File: config.mk
export PLATFORM = sky130hd
export DESIGN_NAME = ccd_pixel_packer
export DESIGN_NICKNAME = d
export VERILOG_FILES = /design/src/rtl/ccd_pixel_packer.sv
export SDC_FILE = /design/constraint.sdc
export NUM_CORES = 1
export LEC_CHECK = 0
export BUFFER_PORTS_ARGS = -buffer_cell sky130_fd_sc_hd__clkbuf_2
export CAP_MARGIN = 25
export CORE_MARGIN = 2
export CORE_UTILIZATION = 48
export DETAILED_ROUTE_END_ITERATION = 16
export PLACE_DENSITY = 0.83
export SLEW_MARGIN = 20
export SYNTH_ARGS = -nofsm -noshare
export SYNTH_HDL_FRONTEND = slang
export SYNTH_SLANG_ARGS = --single-unit
export TNS_END_PERCENT = 20
File: constraint.sdc
create_clock -name clk -period 3.3 [get_ports clk]
set_input_delay 0.825 -clock clk [delete_from_list [all_inputs] [get_ports clk]]
set_output_delay 0.825 -clock clk [all_outputs]
set_load 0.01 [all_outputs]
File: src/rtl/ccd_pixel_packer.sv
// Purpose: frames the CCD pixel stream as sync/ID header plus MSB/LSB byte pairs for the TX FIFO.
// Latency: first header byte offered the cycle after the first pixel is accepted; 2 cycles/pixel sustained.
// Backpressure: tx_wfull freezes state and tx_wdata; pix_ready drops while a held pixel is still being written.
// Build option: define PACK_CHECKSUM_EN to append a mod-256 checksum trailer to every complete frame.
module ccd_pixel_packer #(
    parameter int         PIX_WIDTH = 16,
    parameter logic [7:0] SYNC0     = 8'hA5,
    parameter logic [7:0] SYNC1     = 8'h5A
) (
    input  logic                 clk,
    input  logic                 rst_n,
    input  logic [PIX_WIDTH-1:0] pix_data,
    input  logic                 pix_valid,
    input  logic                 pix_first,
    input  logic                 pix_last,
    output logic                 pix_ready,
    output logic [7:0]           tx_wdata,
    output logic                 tx_winc,
    input  logic                 tx_wfull,
    output logic [7:0]           frame_id,
    output logic                 busy,
    output logic                 err_sticky
);

`ifdef PACK_CHECKSUM_EN
    typedef enum logic [2:0] {
        ST_IDLE, ST_HDR0, ST_HDR1, ST_HID, ST_PHI, ST_PLO, ST_WAIT, ST_CSUM
    } state_t;
`else
    typedef enum logic [2:0] {
        ST_IDLE, ST_HDR0, ST_HDR1, ST_HID, ST_PHI, ST_PLO, ST_WAIT
    } state_t;
`endif

    state_t      state, state_nxt;
    logic [15:0] hold_q, hold_nxt;
    logic        last_q, last_nxt;
    logic [7:0]  wdata_nxt;
    logic [7:0]  fid_nxt;
    logic        err_nxt;
    logic        emit;
    logic        take;
    logic [15:0] pix_ext;
`ifdef PACK_CHECKSUM_EN
    logic [7:0]  acc_q, acc_nxt;
`endif

    // Zero-extend the sample to the 16-bit word carried on the wire.
    always_comb begin
        pix_ext                = '0;
        pix_ext[PIX_WIDTH-1:0] = pix_data;
    end

    // A byte is written only from an emitting state and only when the FIFO has room.
    assign tx_winc = emit & ~tx_wfull;
    assign busy    = (state != ST_IDLE);

    // Next-state, handshake and next-byte decode; tx_wdata is preloaded with the byte the next state emits.
    always_comb begin
        state_nxt = state;
        hold_nxt  = hold_q;
        last_nxt  = last_q;
        wdata_nxt = tx_wdata;
        fid_nxt   = frame_id;
        err_nxt   = err_sticky;
        emit      = 1'b0;
        pix_ready = 1'b0;
        take      = 1'b0;
`ifdef PACK_CHECKSUM_EN
        acc_nxt   = acc_q;
`endif
        case (state)
            ST_IDLE: begin
                pix_ready = 1'b1;
                if (pix_valid) begin
                    if (pix_first) take = 1'b1;
                    else           err_nxt = 1'b1;
                end
            end
            ST_HDR0: begin
                emit = 1'b1;
                if (!tx_wfull) begin
                    wdata_nxt = SYNC1;
                    state_nxt = ST_HDR1;
                end
            end
            ST_HDR1: begin
                emit = 1'b1;
                if (!tx_wfull) begin
                    wdata_nxt = frame_id;
                    state_nxt = ST_HID;
                end
            end
            ST_HID: begin
                emit = 1'b1;
                if (!tx_wfull) begin
                    wdata_nxt = hold_q[15:8];
                    state_nxt = ST_PHI;
`ifdef PACK_CHECKSUM_EN
                    acc_nxt   = acc_q + tx_wdata;
`endif
                end
            end
            ST_PHI: begin
                emit = 1'b1;
                if (!tx_wfull) begin
                    wdata_nxt = hold_q[7:0];
                    state_nxt = ST_PLO;
`ifdef PACK_CHECKSUM_EN
                    acc_nxt   = acc_q + tx_wdata;
`endif
                end
            end
            ST_PLO: begin
                emit      = 1'b1;
                // Overlapping the next accept with this write gives the 2-cycle pixel cadence.
                pix_ready = !last_q && !tx_wfull;
                if (!tx_wfull) begin
`ifdef PACK_CHECKSUM_EN
                    acc_nxt = acc_q + tx_wdata;
`endif
                    if (last_q) begin
                        fid_nxt = frame_id + 8'd1;
`ifdef PACK_CHECKSUM_EN
                        wdata_nxt = acc_q + tx_wdata;
                        state_nxt = ST_CSUM;
`else
                        state_nxt = ST_IDLE;
`endif
                    end else if (pix_valid) begin
                        take = 1'b1;
                    end else begin
                        state_nxt = ST_WAIT;
                    end
                end
            end
            ST_WAIT: begin
                pix_ready = 1'b1;
                if (pix_valid) take = 1'b1;
            end
`ifdef PACK_CHECKSUM_EN
            ST_CSUM: begin
                emit = 1'b1;
                if (!tx_wfull) state_nxt = ST_IDLE;
            end
`endif
            default: state_nxt = ST_IDLE;
        endcase

        // A new pixel either starts a frame or continues the current one.
        if (take) begin
            hold_nxt = pix_ext;
            last_nxt = pix_last;
            if (pix_first) begin
                // A first flag inside an open frame truncates it and moves on to the next ID.
                if (state != ST_IDLE) begin
                    err_nxt = 1'b1;
                    fid_nxt = frame_id + 8'd1;
                end
                wdata_nxt = SYNC0;
                state_nxt = ST_HDR0;
`ifdef PACK_CHECKSUM_EN
                acc_nxt   = '0;
`endif
            end else begin
                wdata_nxt = pix_ext[15:8];
                state_nxt = ST_PHI;
            end
        end
    end

    // State and datapath registers; reset drops any partial frame.
    always_ff @(posedge clk or negedge rst_n) begin
        if (!rst_n) begin
            state      <= ST_IDLE;
            hold_q     <= '0;
            last_q     <= 1'b0;
            tx_wdata   <= '0;
            frame_id   <= '0;
            err_sticky <= 1'b0;
`ifdef PACK_CHECKSUM_EN
            acc_q      <= '0;
`endif
        end else begin
            state      <= state_nxt;
            hold_q     <= hold_nxt;
            last_q     <= last_nxt;
            tx_wdata   <= wdata_nxt;
            frame_id   <= fid_nxt;
            err_sticky <= err_nxt;
`ifdef PACK_CHECKSUM_EN
            acc_q      <= acc_nxt;
`endif
        end
    end

endmodule

==> flow_summary.toml <==
[logic_synthesis]
synth_compound_area_share_pct = 20.7
yosys.area.top_type = "dfrtp_1"
syn_avg_cell_area_sq_um = 10.7
synth_top_area_share_pct = 42.8
synth_fp_nets = 226
synthDistinctLibCells = 51
yosys.area_share.simple_pct = 15.6
synth_xor_area_share_pct = 3.24
synth_top_family_by_area = "compound AO/OA/AOI/OAI gates"
synth_ff_type = "dfrtp_1"
synthMuxAreaShare_pct = 9.90
synth_edf_count = 0
ys_ff_latch = 37
postSynthCellCount = 202
synthArstFlopShare_pct = 100
synthAdderAreaFrac_pct = 1.16
netlist_area_sq_um = 2160
yosys_warnings = 0
ys_top_cells_by_area = "dfrtp_1 (43%), o221ai_2 (5.6%), mux2_4 (4.2%), mux2_1 (3.6%), nor2_1 (3.5%)"
seq_area_frac_synth_pct = 42.8

[clock_network]
cts_sinks = 37
post_cts_buffers = 0
clk_pin_slew_worst_paths_ps = 70
worstSkewPairLatency_ps = 290
cts_hold_buf = 0
numCtsBuffers = 5
htree_num_levels = 2
cts_tree = "built"
root_buffer = "clkbuf_8"
cts_resized = 0
cts_buffer_depth = 2

[critical_path]
slowest_stage = "dfrtp_1"
crit_chain = "or2b_1 > nor3_2 > or2_2 > clkbuf_2"
crit_fanout = 20
cpPeakStageDelay_ps = 720
worstPathRequired_ps = 2470
crit_type = "reg2out"
crit_path_end_kind = "output port"
cp.arrival_ps = 1970
cp-start-kind = "flop"

[power]
max-vdd-ir-drop_mv = 0.551
cellLeakagePower_nw = 1.15
power_density_nw_per_um2 = 980
finalPower_mw = 2.45

[layout]
fillerInstances = 350
nets = 264
fin_util_pct = 57.5
final_common_cell = "clkbuf_2"
antenna_cells = 0
regArea_sq_um = 926
final_layout_size_suffix_gt1_share_pct = 34.0
areaGrowthSynthToFinish_pct = 15.8
layout.cells.non_filler = 293
layout_common_cells = "clkbuf_2 (41), dfrtp_1 (37), nor2_1 (20)"
multi_input_area_sq_um = 1100

[floorplan]
io_pins = 42
fp-row-count = 24
die_h_microns = 71.1
initial_core_util_pct = 49.6
die_w_microns = 71.1
die_area_sq_um = 5050
core_sq_um = 4350

[sta]
max-slew-margin-rel_pct = 53.9
tightest_slew_ps = 691
finalHoldViolCount = 0
maxSlewViolCount = 0
rsz0062_at_grt = "no"
fin_skew_ps = 6.33
max_freq_mhz = 358
whs_ps = 395
timing.setup.tns_ps = 0
setup_viol_count_final = 0
fin_crit_sh_pct = 84.6
period_needed_ps = 2790

[routing]
vias = 1682
wl_microns = 4630
drt_iter0_drc = 63
final_antenna_net_count = 0
drt_pass1_iterations = 4
drcViolationCount = 0
wl_per_cell_microns = 15.8
routed_via_density = 5.74

[global_route]
grt_pass1_wl_microns = 7790
gr-usage-all-layers_pct = 19.5
gr-total-overflow = 0
antenna_found_initial = 0
grt_pass1_vias = 1589
grt_max_degree = 38

[placement]
dp_hpwl_microns = 3320
placedCellCount = 284
port-buffer-count = 41
gp_congestion = 0.845

[run_status]
status = "complete, no violations"

[flow_run]
max_cap_violations = 0

[min_path]
hold_class = "in2async"
-- cell families after synthesis --
group / count (synthesis)
multiplexers: 17
XOR/XNOR: 8
buffers and inverters: 23
AND/OR/NAND/NOR: 66
AO/OA/AOI/OAI: 49
flip-flops: 37
adder cells (fa/ha/maj): 2
-- routing by layer --
layer  up-vias  wire length, microns  global-route usage (%)
met5         -                     0                       0
li1        807                     -                       -
met4         0                    17                    5.66
met1       813                  1990                    27.4
met3         4                   298                    5.13
met2        58                  2330                    30.0
-- path summary, 6_finish.rpt --
check	slack [ps]	cells after the start	startpoint	to
max in group asynchronous	2470	2	rst_n	hold_q[8]
worst min register to register	470	1	err_sticky	err_sticky
min in group clk	470	1	err_sticky	err_sticky
worst min-delay path	390	1	rst_n	err_sticky
worst max register to register	790	6	state[1]	tx_wdata[7]
worst max-delay path	510	4	state[2]	pix_ready
-- power by group --
| group | leakage, nW | total, mW | switching (mW) | internal, mW |
|---|---|---|---|---|
| Combinational | 0.641 | 1.18 | 0.588 | 0.591 |
| Clock | 0.0585 | 0.405 | 0.158 | 0.246 |
| Sequential | 0.448 | 0.867 | 0.227 | 0.641 |
| Total | 1.15 | 2.45 | 0.973 | 1.48 |
-- cells in the mapped netlist (2+ instances only) --
cell type / count
a21oi_1: 8
a22oi_1: 4
and2_1: 3
buf_2: 5
buf_4: 3
buf_6: 3
clkbuf_1: 2
dfrtp_1: 37
ha_1: 2
inv_1: 9
mux2_1: 7
mux2_2: 4
mux2_4: 6
nand2_1: 17
nand2b_1: 4
nand3_1: 3
nor2_1: 20
nor3_1: 6
o21ai_0: 6
o221ai_2: 8
o22a_1: 4
o22ai_1: 2
o31a_1: 4
o31ai_2: 2
xnor2_1: 3
xor2_1: 5
-- state kept, by name (all words and copies together), names as in the netlist --
signal and cells:
frame_id 8, last_q 1, state 3, hold_q 16, tx_wdata 8, err_sticky 1
-- stage by stage --
stage / instance area, sq um / worst slack, ps
final: 2500 / 508
after global routing: 2500 / 391
after global placement: 2370 / 590
after detailed placement: 2370 / 556
after CTS: 2480 / 516
after floorplan: 2160 / 1140
-- final cells by class --
cell class,count,share of cell area [%]
Tap cell,52,2.60
Multi-Input combinational cell,142,44.0
Timing Repair Buffer,45,10.4
Inverter,9,1.35
Clock inverter,1,1.20
Clock buffer,7,3.45
Sequential cell,37,37.0
-- worst max-delay path: cells and delay by family (launching register included) --
kind | cells | cell delay, ps
buffers and inverters | 1 | 120
DFF | 1 | 720
and+or+nand+nor | 3 | 840
Note: power is estimated with default switching activity, not from simulation.
